**src/rtl/ps2_morse_pkg.sv**
```systemverilog
// Shared types, scancode constants and the scancode-to-Morse table.
package ps2_morse_pkg;

    localparam logic [7:0] SC_BREAK = 8'hF0;
    localparam logic [7:0] SC_EXT   = 8'hE0;
    localparam logic [7:0] SC_ENTER = 8'h5A;
    localparam logic [7:0] SC_SPACE = 8'h29;

    typedef enum logic [2:0] {IDLE, ELEM, GAP, CHARGAP, WORDGAP} state_e;

    // len = number of elements (0 = word space); pat is right-aligned,
    // first element in pat[len-1], 1 = dah.
    typedef struct packed {
        logic [2:0] len;
        logic [4:0] pat;
    } entry_t;

    typedef struct packed {
        logic   hit;
        entry_t ent;
    } lookup_t;

    function automatic entry_t mk(input logic [2:0] len, input logic [4:0] pat);
        entry_t e;
        e.len = len;
        e.pat = pat;
        return e;
    endfunction

    function automatic lookup_t morse_lookup(input logic [7:0] code);
        lookup_t r;
        r.hit = 1'b1;
        r.ent = '0;
        case (code)
            8'h1C: r.ent = mk(3'd2, 5'b00001); // A .-
            8'h32: r.ent = mk(3'd4, 5'b01000); // B -...
            8'h21: r.ent = mk(3'd4, 5'b01010); // C -.-.
            8'h23: r.ent = mk(3'd3, 5'b00100); // D -..
            8'h24: r.ent = mk(3'd1, 5'b00000); // E .
            8'h2B: r.ent = mk(3'd4, 5'b00010); // F ..-.
            8'h34: r.ent = mk(3'd3, 5'b00110); // G --.
            8'h33: r.ent = mk(3'd4, 5'b00000); // H ....
            8'h43: r.ent = mk(3'd2, 5'b00000); // I ..
            8'h3B: r.ent = mk(3'd4, 5'b00111); // J .---
            8'h42: r.ent = mk(3'd3, 5'b00101); // K -.-
            8'h4B: r.ent = mk(3'd4, 5'b00100); // L .-..
            8'h3A: r.ent = mk(3'd2, 5'b00011); // M --
            8'h31: r.ent = mk(3'd2, 5'b00010); // N -.
            8'h44: r.ent = mk(3'd3, 5'b00111); // O ---
            8'h4D: r.ent = mk(3'd4, 5'b00110); // P .--.
            8'h15: r.ent = mk(3'd4, 5'b01101); // Q --.-
            8'h2D: r.ent = mk(3'd3, 5'b00010); // R .-.
            8'h1B: r.ent = mk(3'd3, 5'b00000); // S ...
            8'h2C: r.ent = mk(3'd1, 5'b00001); // T -
            8'h3C: r.ent = mk(3'd3, 5'b00001); // U ..-
            8'h2A: r.ent = mk(3'd4, 5'b00001); // V ...-
            8'h1D: r.ent = mk(3'd3, 5'b00011); // W .--
            8'h22: r.ent = mk(3'd4, 5'b01001); // X -..-
            8'h35: r.ent = mk(3'd4, 5'b01011); // Y -.--
            8'h1A: r.ent = mk(3'd4, 5'b01100); // Z --..
            8'h45: r.ent = mk(3'd5, 5'b11111); // 0
            8'h16: r.ent = mk(3'd5, 5'b01111); // 1
            8'h1E: r.ent = mk(3'd5, 5'b00111); // 2
            8'h26: r.ent = mk(3'd5, 5'b00011); // 3
            8'h25: r.ent = mk(3'd5, 5'b00001); // 4
            8'h2E: r.ent = mk(3'd5, 5'b00000); // 5
            8'h36: r.ent = mk(3'd5, 5'b10000); // 6
            8'h3D: r.ent = mk(3'd5, 5'b11000); // 7
            8'h3E: r.ent = mk(3'd5, 5'b11100); // 8
            8'h46: r.ent = mk(3'd5, 5'b11110); // 9
            SC_SPACE: r.ent = mk(3'd0, 5'b00000);
            default: r.hit = 1'b0;
        endcase
        return r;
    endfunction

endpackage

```
**src/rtl/ps2_rx.sv**
```systemverilog
// PS/2 device-to-host frame receiver: synchronizers, falling-edge
// sampling, frame checks and a mid-frame inactivity timeout.
module ps2_rx #(
    parameter int TIMEOUT = 100_000
) (
    input  logic       clk,
    input  logic       rst,
    input  logic       ps2_clk,
    input  logic       ps2_data,
    output logic [7:0] code,
    output logic       strobe
);

    localparam int TW = $clog2(TIMEOUT + 1);

    // [1:0] synchronizer, [2] previous synchronized value for edge detect
    logic [2:0]    clk_sync_q;
    logic [1:0]    dat_sync_q;
    logic [3:0]    bit_cnt_q, bit_cnt_d;
    logic [9:0]    frame_q, frame_d;
    logic [TW-1:0] idle_q, idle_d;
    logic [7:0]    code_q, code_d;
    logic          strobe_q, strobe_d;
    logic          fall;

    assign fall   = clk_sync_q[2] & ~clk_sync_q[1];
    assign code   = code_q;
    assign strobe = strobe_q;

    // Frame assembly: bits shift in at the top, so after ten edges
    // frame[0] = start, frame[8:1] = data, frame[9] = parity.
    always_comb begin
        bit_cnt_d = bit_cnt_q;
        frame_d   = frame_q;
        idle_d    = idle_q;
        code_d    = code_q;
        strobe_d  = 1'b0;
        if (fall) begin
            idle_d = '0;
            if (bit_cnt_q == 4'd10) begin
                bit_cnt_d = '0;
                if (!frame_q[0] && (^frame_q[9:1]) && dat_sync_q[1]) begin
                    strobe_d = 1'b1;
                    code_d   = frame_q[8:1];
                end
            end else begin
                frame_d   = {dat_sync_q[1], frame_q[9:1]};
                bit_cnt_d = bit_cnt_q + 4'd1;
            end
        end else if (bit_cnt_q != 4'd0) begin
            if (idle_q == TW'(TIMEOUT - 1)) begin
                bit_cnt_d = '0;
                idle_d    = '0;
            end else begin
                idle_d = idle_q + 1'b1;
            end
        end else begin
            idle_d = '0;
        end
    end

    // Registers; synchronizers reset to the idle-high line level.
    always_ff @(posedge clk or negedge rst) begin
        if (!rst) begin
            clk_sync_q <= '1;
            dat_sync_q <= '1;
            bit_cnt_q  <= '0;
            frame_q    <= '0;
            idle_q     <= '0;
            code_q     <= '0;
            strobe_q   <= 1'b0;
        end else begin
            clk_sync_q <= {clk_sync_q[1:0], ps2_clk};
            dat_sync_q <= {dat_sync_q[0], ps2_data};
            bit_cnt_q  <= bit_cnt_d;
            frame_q    <= frame_d;
            idle_q     <= idle_d;
            code_q     <= code_d;
            strobe_q   <= strobe_d;
        end
    end

endmodule

```
**src/rtl/ps2_morse_encoder.sv**
```systemverilog
// Keyboard-to-Morse top: buffers decoded keys, plays them on Enter as
// dit/dah indicators with a gated square-wave tone.
module ps2_morse_encoder
    import ps2_morse_pkg::*;
#(
    parameter int UNIT_CYCLES = 3_000_000,
    parameter int TONE_HALF   = 41_667,
    parameter int PS2_TIMEOUT = 100_000,
    parameter int DEPTH       = 16
) (
    input  logic clk,
    input  logic rst,
    input  logic ps2_clk,
    input  logic ps2_data,
    output logic dit_out,
    output logic dah_out,
    output logic tone_out,
    output logic busy
);

    localparam int IW  = (DEPTH > 1) ? $clog2(DEPTH) : 1;
    localparam int CW  = $clog2(DEPTH + 1);
    localparam int UW  = $clog2(UNIT_CYCLES + 1);
    localparam int HW  = $clog2(TONE_HALF + 1);

    logic [7:0]    rx_code;
    logic          rx_stb;

    state_e        state_q, state_d;
    entry_t        buf_q [DEPTH];
    entry_t        buf_d [DEPTH];
    logic [CW-1:0] cnt_q, cnt_d;
    logic [IW-1:0] rd_q, rd_d, rd_nxt;
    logic [2:0]    elem_q, elem_d;
    logic [UW-1:0] cyc_q, cyc_d;
    logic [2:0]    unit_q, unit_d;
    logic          brk_q, brk_d;
    logic [HW-1:0] tcnt_q, tcnt_d;
    logic          tone_q, tone_d;

    entry_t        cur;
    logic [7:0]    pat_ext;
    logic [2:0]    bit_idx;
    logic          cur_bit;
    logic [2:0]    dur;
    logic          unit_end, phase_end, on;
    lookup_t       lk;

    ps2_rx #(.TIMEOUT(PS2_TIMEOUT)) u_rx (
        .clk      (clk),
        .rst      (rst),
        .ps2_clk  (ps2_clk),
        .ps2_data (ps2_data),
        .code     (rx_code),
        .strobe   (rx_stb)
    );

    // Current element and the length (in units) of the present phase.
    always_comb begin
        cur     = buf_q[rd_q];
        pat_ext = {3'b000, cur.pat};
        bit_idx = cur.len - 3'd1 - elem_q;
        cur_bit = pat_ext[bit_idx];
        rd_nxt  = rd_q + 1'b1;
        case (state_q)
            ELEM:    dur = cur_bit ? 3'd3 : 3'd1;
            GAP:     dur = 3'd1;
            CHARGAP: dur = 3'd3;
            WORDGAP: dur = 3'd4;
            default: dur = 3'd1;
        endcase
        unit_end  = (cyc_q == UW'(UNIT_CYCLES - 1));
        phase_end = unit_end && (unit_q == dur - 3'd1);
        on        = (state_q == ELEM);
    end

    // Encoder FSM: key decode and buffering in IDLE, timed playback otherwise.
    always_comb begin
        state_d = state_q;
        buf_d   = buf_q;
        cnt_d   = cnt_q;
        rd_d    = rd_q;
        elem_d  = elem_q;
        cyc_d   = cyc_q;
        unit_d  = unit_q;
        brk_d   = brk_q;
        lk      = morse_lookup(rx_code);
        if (state_q == IDLE) begin
            cyc_d  = '0;
            unit_d = '0;
            if (rx_stb) begin
                if (brk_q) begin
                    brk_d = 1'b0;              // release code: swallow it
                end else if (rx_code == SC_BREAK) begin
                    brk_d = 1'b1;
                end else if (rx_code == SC_ENTER) begin
                    if (cnt_q != '0) begin
                        rd_d    = '0;
                        elem_d  = '0;
                        state_d = (buf_q[0].len == 3'd0) ? WORDGAP : ELEM;
                    end
                end else if (lk.hit && (cnt_q < CW'(DEPTH))) begin
                    buf_d[cnt_q[IW-1:0]] = lk.ent;
                    cnt_d = cnt_q + 1'b1;
                end
            end
        end else begin
            cyc_d = unit_end ? '0 : cyc_q + 1'b1;
            if (unit_end) unit_d = unit_q + 3'd1;
            if (phase_end) begin
                unit_d = '0;
                case (state_q)
                    ELEM: begin
                        if (elem_q == cur.len - 3'd1) begin
                            state_d = CHARGAP;
                        end else begin
                            state_d = GAP;
                            elem_d  = elem_q + 3'd1;
                        end
                    end
                    GAP: state_d = ELEM;
                    default: begin
                        if (CW'(rd_q) == cnt_q - 1'b1) begin
                            state_d = IDLE;
                            cnt_d   = '0;
                            rd_d    = '0;
                        end else begin
                            rd_d    = rd_nxt;
                            elem_d  = '0;
                            state_d = (buf_q[rd_nxt].len == 3'd0) ? WORDGAP : ELEM;
                        end
                    end
                endcase
            end
        end
    end

    // Tone divider: free-runs only during an element, cleared otherwise.
    always_comb begin
        tcnt_d = tcnt_q;
        tone_d = tone_q;
        if (!on) begin
            tcnt_d = '0;
            tone_d = 1'b0;
        end else if (tcnt_q == HW'(TONE_HALF - 1)) begin
            tcnt_d = '0;
            tone_d = ~tone_q;
        end else begin
            tcnt_d = tcnt_q + 1'b1;
        end
    end

    // State registers.
    always_ff @(posedge clk or negedge rst) begin
        if (!rst) begin
            state_q <= IDLE;
            buf_q   <= '{default: '0};
            cnt_q   <= '0;
            rd_q    <= '0;
            elem_q  <= '0;
            cyc_q   <= '0;
            unit_q  <= '0;
            brk_q   <= 1'b0;
            tcnt_q  <= '0;
            tone_q  <= 1'b0;
        end else begin
            state_q <= state_d;
            buf_q   <= buf_d;
            cnt_q   <= cnt_d;
            rd_q    <= rd_d;
            elem_q  <= elem_d;
            cyc_q   <= cyc_d;
            unit_q  <= unit_d;
            brk_q   <= brk_d;
            tcnt_q  <= tcnt_d;
            tone_q  <= tone_d;
        end
    end

    assign dit_out  = on & ~cur_bit;
    assign dah_out  = on &  cur_bit;
    assign tone_out = tone_q & on;
    assign busy     = (state_q != IDLE);

endmodule

```
**config.mk**
```make
export PLATFORM = sky130hd
export DESIGN_NAME = ps2_morse_encoder
export DESIGN_NICKNAME = d
export VERILOG_FILES = /design/src/rtl/ps2_morse_pkg.sv /design/src/rtl/ps2_rx.sv /design/src/rtl/ps2_morse_encoder.sv
export SDC_FILE = /design/constraint.sdc
export NUM_CORES = 1
export LEC_CHECK = 0
export CAP_MARGIN = 20
export CORE_UTILIZATION = 40
export DETAILED_ROUTE_END_ITERATION = 8
export PLACE_DENSITY = 0.57
export SLEW_MARGIN = 30
export SYNTH_ARGS = -nofsm -noshare
export SYNTH_HDL_FRONTEND = slang
export SYNTH_SLANG_ARGS = --single-unit
```
**constraint.sdc**
```tcl
create_clock -name clk -period 17.3 [get_ports clk]
set_input_delay 3.46 -clock clk [delete_from_list [all_inputs] [get_ports clk]]
set_output_delay 3.46 -clock clk [all_outputs]
set_load 0.05 [all_outputs]
```
* After elaboration in Yosys (flattened, before gate mapping)
Index checks and enable logic that the tools add are counted.
Widths: inputs -> output; s select.
** Storage, ports and cells
- Flip-flop bits (word level) :: 231
- Bits of input ports :: 4
- Output and inout port bits :: 4
- Logic and storage cells :: 247
** Operators by class
- Add/sub/neg operators :: 12
- $lt $le $gt $ge :: 6
- Equal/unequal tests :: 62
- Muxes and demuxes :: 76
- Bitwise gates (word level) :: 14
- Reduce and logical (&&, ||, !) cells :: 29
** Operators by type and width (number)
- $pmux 8 s36 :: 1
- $eq 8x6->1 const B :: 23
- $bwmux 128 :: 1
- $mux 3 :: 22
- $bmux 8 s4 :: 2
- $eq 8x7->1 const B :: 8
- $eq 8x5->1 const B :: 7
- $mux 4 :: 13
- $mux 17 :: 3
- $mux 5 :: 9
- $mux 22 :: 2
- $mux 8 :: 5
- $reduce_or 37->1 :: 1
- $demux 8 s4 :: 1
- $mux 16 :: 2
- $add 22x1->22 const B :: 1
- $eq 22x22->1 const B :: 1
- $add 17x1->17 const B :: 1
- $eq 17x17->1 const B :: 1
- $add 16x1->16 const B :: 1
- $eq 16x16->1 const B :: 1
- $ge 5x5->1 const B :: 3
- $not 4->5 :: 3
- $ne 2x1->1 const B :: 6
- other kinds (40) :: 81

* Longest topological paths before layout
- Depth after elaboration :: 15
- Gate-level depth with buffers :: 20
- Mapped depth without buffers :: 13

* Hierarchy
From an unflattened synthesis, not the netlist that was laid out.
** Unflattened totals
- Cells, all modules :: 1109
- Area total of the unflattened synthesis :: 12557.0 sq um
** Modules (own cells, without submodules)
- ps2_morse_encoder :: instances 1, cells each 936, area each 10491.3 sq um, seq. area each 4654.5 sq um
- ps2_rx :: instances 1, cells each 173, area each 2065.7 sq um, seq. area each 1132.3 sq um

* Worst setup path before layout
Ideal clock, no wire load.
- Path type :: reg-to-output
- From :: reg rd_q[0]
- To :: out dah_out
- Data arrival time :: 4690 ps
- Data required time :: 13840 ps
- Path slack :: 9150 ps
- Stages on the path, launching flop included :: 17
- Buffers on the path :: 6
- Path through :: dfrtp_1 > buf_2 > buf_4 > buf_4 > buf_2 > buf_2 > buf_2 > mux4_2 > mux4_2 > inv_1 > ha_1 > fa_1 > a2111oi_0 > a22o_1 > a311oi_1 > mux2i_1 > nor2_1
** Between the ends
- Longest elaborated chain between the ends :: 9
** Ends and longest elaborated chain
- start, declared :: line ps2_morse_encoder.sv:33 : logic [IW-1:0] rd_q, rd_d, rd_nxt;
- start signal, assigned :: line ps2_morse_encoder.sv:170 : rd_q <= rd_d;
- $not 4->5 (implied by the code) (*) :: line ps2_morse_encoder.sv:60 : cur = buf_q[rd_q];
- $bmux 8 s4 (*) :: line ps2_morse_encoder.sv:60
- $mux 8 (implied by the code) (*) (2 in series) :: line ps2_morse_encoder.sv:60
- $sub 3x1->3 :: line ps2_morse_encoder.sv:62 : bit_idx = cur.len - 3'd1 - elem_q;
- $sub 3x3->3 :: line ps2_morse_encoder.sv:62
- $bmux 1 s3 (*) :: line ps2_morse_encoder.sv:63 : cur_bit = pat_ext[bit_idx];
- $mux 1 (implied by the code) (*) :: line ps2_morse_encoder.sv:63
- $and 1x1->1 (*) :: line ps2_morse_encoder.sv:181 : assign dah_out = on & cur_bit;
- end, declared :: line ps2_morse_encoder.sv:16 : output logic dah_out,
Mark *: on every way between the ends. The rest lies on a longest branch, timed or not. The select of a mux whose other input is x is not followed.

* Final worst setup path
- From :: reg rd_q[1]
- To :: out dit_out
** Between the ends
- Longest elaborated chain between the ends :: 10
** Ends and longest elaborated chain
- $not 4->5 (implied by the code) (*) :: line ps2_morse_encoder.sv:60
- $bmux 8 s4 (*) :: line ps2_morse_encoder.sv:60
- $mux 8 (implied by the code) (*) (2 in series) :: line ps2_morse_encoder.sv:60
- $sub 3x1->3 :: line ps2_morse_encoder.sv:62
- $sub 3x3->3 :: line ps2_morse_encoder.sv:62
- $bmux 1 s3 (*) :: line ps2_morse_encoder.sv:63
- $mux 1 (implied by the code) (*) :: line ps2_morse_encoder.sv:63
- $not 1->1 (*) :: line ps2_morse_encoder.sv:180 : assign dit_out = on & ~cur_bit;
- $and 1x1->1 (*) :: line ps2_morse_encoder.sv:180
- end, declared :: line ps2_morse_encoder.sv:15 : output logic dit_out,
Marked as above.

==> qor.txt <==
Syn-to-layout area delta -> 10.47%
Max stage delay on crit path -> 0.79 ns
Final setup fails -> 0
CP Depth -> 13
Register area share after synthesis -> 47.43%
I/O Pins -> 8
Worst Setup Start Kind -> flip-flop
Critical Path AT -> 5.50 ns
HP Class -> flip-flop to flip-flop
Routed Antenna Nets -> 0
Share of cells above drive strength 1 -> 21.60%
Worst-Skew Late Latency -> 0.55 ns
Yosys warns -> 0
Unrepaired setup endpoints after global routing -> no
Starting Density -> 40.95%
Reg2reg end -> rd_q[0]
Power share of the clock group -> 45.5%
Cell chain of the critical path -> buf_4 -> mux4_2 -> mux4_2 -> inv_1 -> ha_1 -> fa_1 -> inv_1 -> a2111oi_0 -> a22o_1 -> a311oi_1 -> mux2i_1 -> and2_1 -> clkdlybuf4s50_1
Max-cap violations -> 0
Standard-cell row count -> 63
Clk buf depth -> 3
Postcts setup bufs -> 0
Clk slew on worst S/H paths -> 0.05 ns
Max Clock Freq -> 0.1116 GHz
WL/cell -> 18.29 um
Initial antenna violation count -> 0
Number of cells produced by synthesis -> 1058
Power Internal -> 958.3 uW
Drt pass-1 iters -> 4
Critical path class -> flip-flop to output pin
Least-Margin Pin Slew -> 0.8924 ns
Vias in the first global route -> 8155
Most frequent cells in the layout -> dfrtp_1 (225), mux2_2 (118), nor2_1 (101), nand2_1 (62), xor2_1 (38)
Via count -> 8062
Unique masters post-synth -> 72
Clk_skew -> 0.01410 ns
Half-perimeter wire length after detailed placement -> 17650 um
CP Buf/Inv Count -> 4
Share of total power in combinational logic -> 7.7%
H-tree lvl count -> 1
P_sw -> 306.5 uW
N_diodes -> 0
Setup TNS -> 0 ns
Die area -> 31210 um2
Tcrit/Tclk final -> 51.78%
TritonCTS clock tree -> done
TritonCTS Buffers -> 29
Seq cells post-synth -> 231
WL final -> 26530 um
Largest net degree at the start of global routing -> 113
Die width -> 176.7 um
Number of flops mapped to enable cells by yosys -> 0
Final hold vios -> 0
Slew margin rel. -> 40.33%
Post-Syn Area per Cell -> 11.53 um2
CP Launch Point -> rd_q[1]
PortBufs -> 7
Iteration-0 DRC Markers -> 478
Floorplan Core Area -> 29800 um2
Net Count, Synth -> 1081
Outcome -> finished clean
Routability cong. -> 0.8883
Leak -> 5.998 nW
Async set-reset flop share out of synthesis -> 100.0%
CP required -> 13.84 ns
CTS Hold Buffers Added -> 0
Synth Cell Area -> 12200 um2
Max VDD drop -> 0.06641 mV
CP max-delay cell -> clkdlybuf4s50_1
Cell Pwr Density -> 93.83 nW/um2
Switching portion of total power -> 24.24%
Vias per cell -> 5.560
First-pass GRT wire length -> 44260 um
Reg-to-reg startpoint -> rd_q[1]
Slew Limit Fails -> 0
End of the critical path -> dit_out
Reg2reg path depth -> 14
Setup crit end kind -> output pin
Final Power -> 1.265 mW
Top FF cell, synth -> dfrtp_1
Final worst path period need -> 8.959 ns
Commonest non-fill, non-tap cell in the layout -> dfrtp_1
Root Buffer Master -> clkbuf_16
Sinks on Clock Net -> 231
Total grt overflow -> 0
Top Family by Delay on Critical Path -> buffers and inverters
Remaining DRCs -> 0
PostCTS Resize Cnt -> 0
Max FO, Critical Path -> 24
Register share of total power -> 46.8%
Worst reg2reg setup slack -> 11.94 ns
Global Route Usage Sum -> 17.84%
Die Ht -> 176.7 um
Layout Nets -> 1066
[synthesized netlist by cell type (3+ instances only)]
| cell type | number | area (um2) |
|---|---|---|
| nor2b_1 | 10 | 62.56 |
| inv_1 | 18 | 67.56 |
| o31ai_1 | 3 | 22.52 |
| xnor2_1 | 34 | 297.8 |
| dfstp_2 | 5 | 131.4 |
| nand4_1 | 13 | 81.33 |
| and2_1 | 4 | 25.02 |
| buf_1 | 7 | 26.28 |
| ha_1 | 18 | 225.2 |
| mux2i_1 | 20 | 200.2 |
| nand3_4 | 7 | 122.6 |
| o21ai_0 | 21 | 105.1 |
| a2111oi_0 | 5 | 43.79 |
| or3_1 | 11 | 68.82 |
| nand3b_1 | 7 | 52.55 |
| o22ai_1 | 5 | 31.28 |
| xor2_1 | 38 | 332.8 |
| clkbuf_1 | 38 | 142.6 |
| mux2_2 | 118 | 1329 |
| o32ai_1 | 3 | 26.28 |
| mux4_2 | 31 | 698.2 |
| nand2b_1 | 7 | 43.79 |
| mux2_1 | 35 | 394.1 |
| a21oi_1 | 30 | 150.1 |
| nor3_1 | 19 | 95.09 |
| buf_4 | 4 | 30.03 |
| o211ai_1 | 5 | 37.54 |
| o2bb2ai_1 | 3 | 26.28 |
| buf_2 | 11 | 55.05 |
| and3_1 | 22 | 137.6 |
| nor4b_1 | 4 | 35.03 |
| nor4_1 | 17 | 106.4 |
| nand4_2 | 4 | 50.05 |
| a31oi_1 | 6 | 37.54 |
| or4b_1 | 3 | 30.03 |
| nand3_2 | 5 | 50.05 |
| nor2_1 | 101 | 379.1 |
| a2bb2oi_1 | 3 | 26.28 |
| nand2_1 | 62 | 232.7 |
| dfrtp_1 | 226 | 5655 |
| nand3_1 | 35 | 175.2 |
[worst register-to-register path: stages (launching register included)]
cell and delay (ns):
dfrtp_1 0.66, buf_4 0.43, mux4_2 0.39, mux4_2 0.52, inv_1 0.08, ha_1 0.26
fa_1 0.61, inv_1 0.07, a2111oi_0 0.35, a22o_1 0.19, a311oi_1 0.05, mux2i_1 0.37
mux2i_1 0.60, nand2_1 0.27, mux2_1 0.40
[flip-flops by register name (all words and copies together) (netlist names)]
signal / flops
brk_q: 1
buf_q: 128
cnt_q: 5
cyc_q: 22
elem_q: 3
rd_q: 4
state_q: 3
tcnt_q: 16
tone_q: 1
u_rx.bit_cnt_q: 4
u_rx.clk_sync_q: 3
u_rx.code: 8
u_rx.dat_sync_q: 2
u_rx.frame_q: 10
u_rx.idle_q: 17
u_rx.strobe: 1
unit_q: 3
[cell type report]
| type | count | area, um2 |
|---|---|---|
| Inverter | 19 | 71.32 |
| Tap cell | 390 | 488.0 |
| Clock buffer | 39 | 803.3 |
| Timing Repair Buffer | 16 | 166.4 |
| Clock inverter | 9 | 102.6 |
| Multi-Input combinational cell | 746 | 6060 |
| Sequential cell | 231 | 5788 |
| Fill cell | 2684 | 16320 |
[worst min-delay path by stage]
stage	from	to	slack, ns	cells after the start
floorplan	u_rx.clk_sync_q[0]	u_rx.clk_sync_q[1]	0.35	0
global placement	u_rx.dat_sync_q[0]	u_rx.dat_sync_q[1]	0.35	0
detailed placement	u_rx.dat_sync_q[0]	u_rx.dat_sync_q[1]	0.35	0
CTS	u_rx.dat_sync_q[0]	u_rx.dat_sync_q[1]	0.36	0
global route	u_rx.clk_sync_q[0]	u_rx.clk_sync_q[1]	0.36	0
finish	u_rx.dat_sync_q[0]	u_rx.dat_sync_q[1]	0.36	0
[kinds of logic after synthesis]
| kind of cell | count (synthesis) | share of synthesized area [%] |
|---|---|---|
| simple gates | 345 | 15.28 |
| flops | 231 | 47.43 |
| mux | 204 | 21.48 |
| compound gates | 106 | 5.712 |
| buf+inv | 81 | 2.922 |
| xor+xnor | 72 | 5.168 |
| fa+ha+maj | 19 | 2.010 |
[layer usage]
| layer | global-route usage [%] | vias up | share of wire (%) |
|---|---|---|---|
| li1 | - | 3805 | - |
| met1 | 25.35 | 4075 | 48 |
| met2 | 28.15 | 137 | 46 |
| met3 | 2.599 | 45 | 3.6 |
| met4 | 5.352 | 0 | 2.6 |
| met5 | 0 | - | 0 |
[power by group through the flow]
stage | clock, mW | combinational (mW) | sequential [mW]
global placement | 0 | 0.0970 | 0.601
global route | 0.616 | 0.109 | 0.597
finish | 0.576 | 0.0970 | 0.592
CTS | 0.593 | 0.0985 | 0.592
floorplan | 0 | 0.0843 | 0.586
detailed placement | 0 | 0.0975 | 0.601
[stage by stage]
step	worst slack [ns]	instance area [um2]	std cells	util, %	hold slack, ns
5_1_grt	8.088	13480	1450	45.24	0.3621
4_1_cts	8.347	13450	1449	45.13	0.3553
3_5_place_dp	8.927	12540	1401	42.09	0.3472
6_report	8.341	13480	1450	45.24	0.3550
2_1_floorplan	9.150	12200	1058	-	0.3452
3_3_place_gp	9.057	12540	1401	42.09	0.3480
Note: power is estimated with default switching activity, not from simulation.
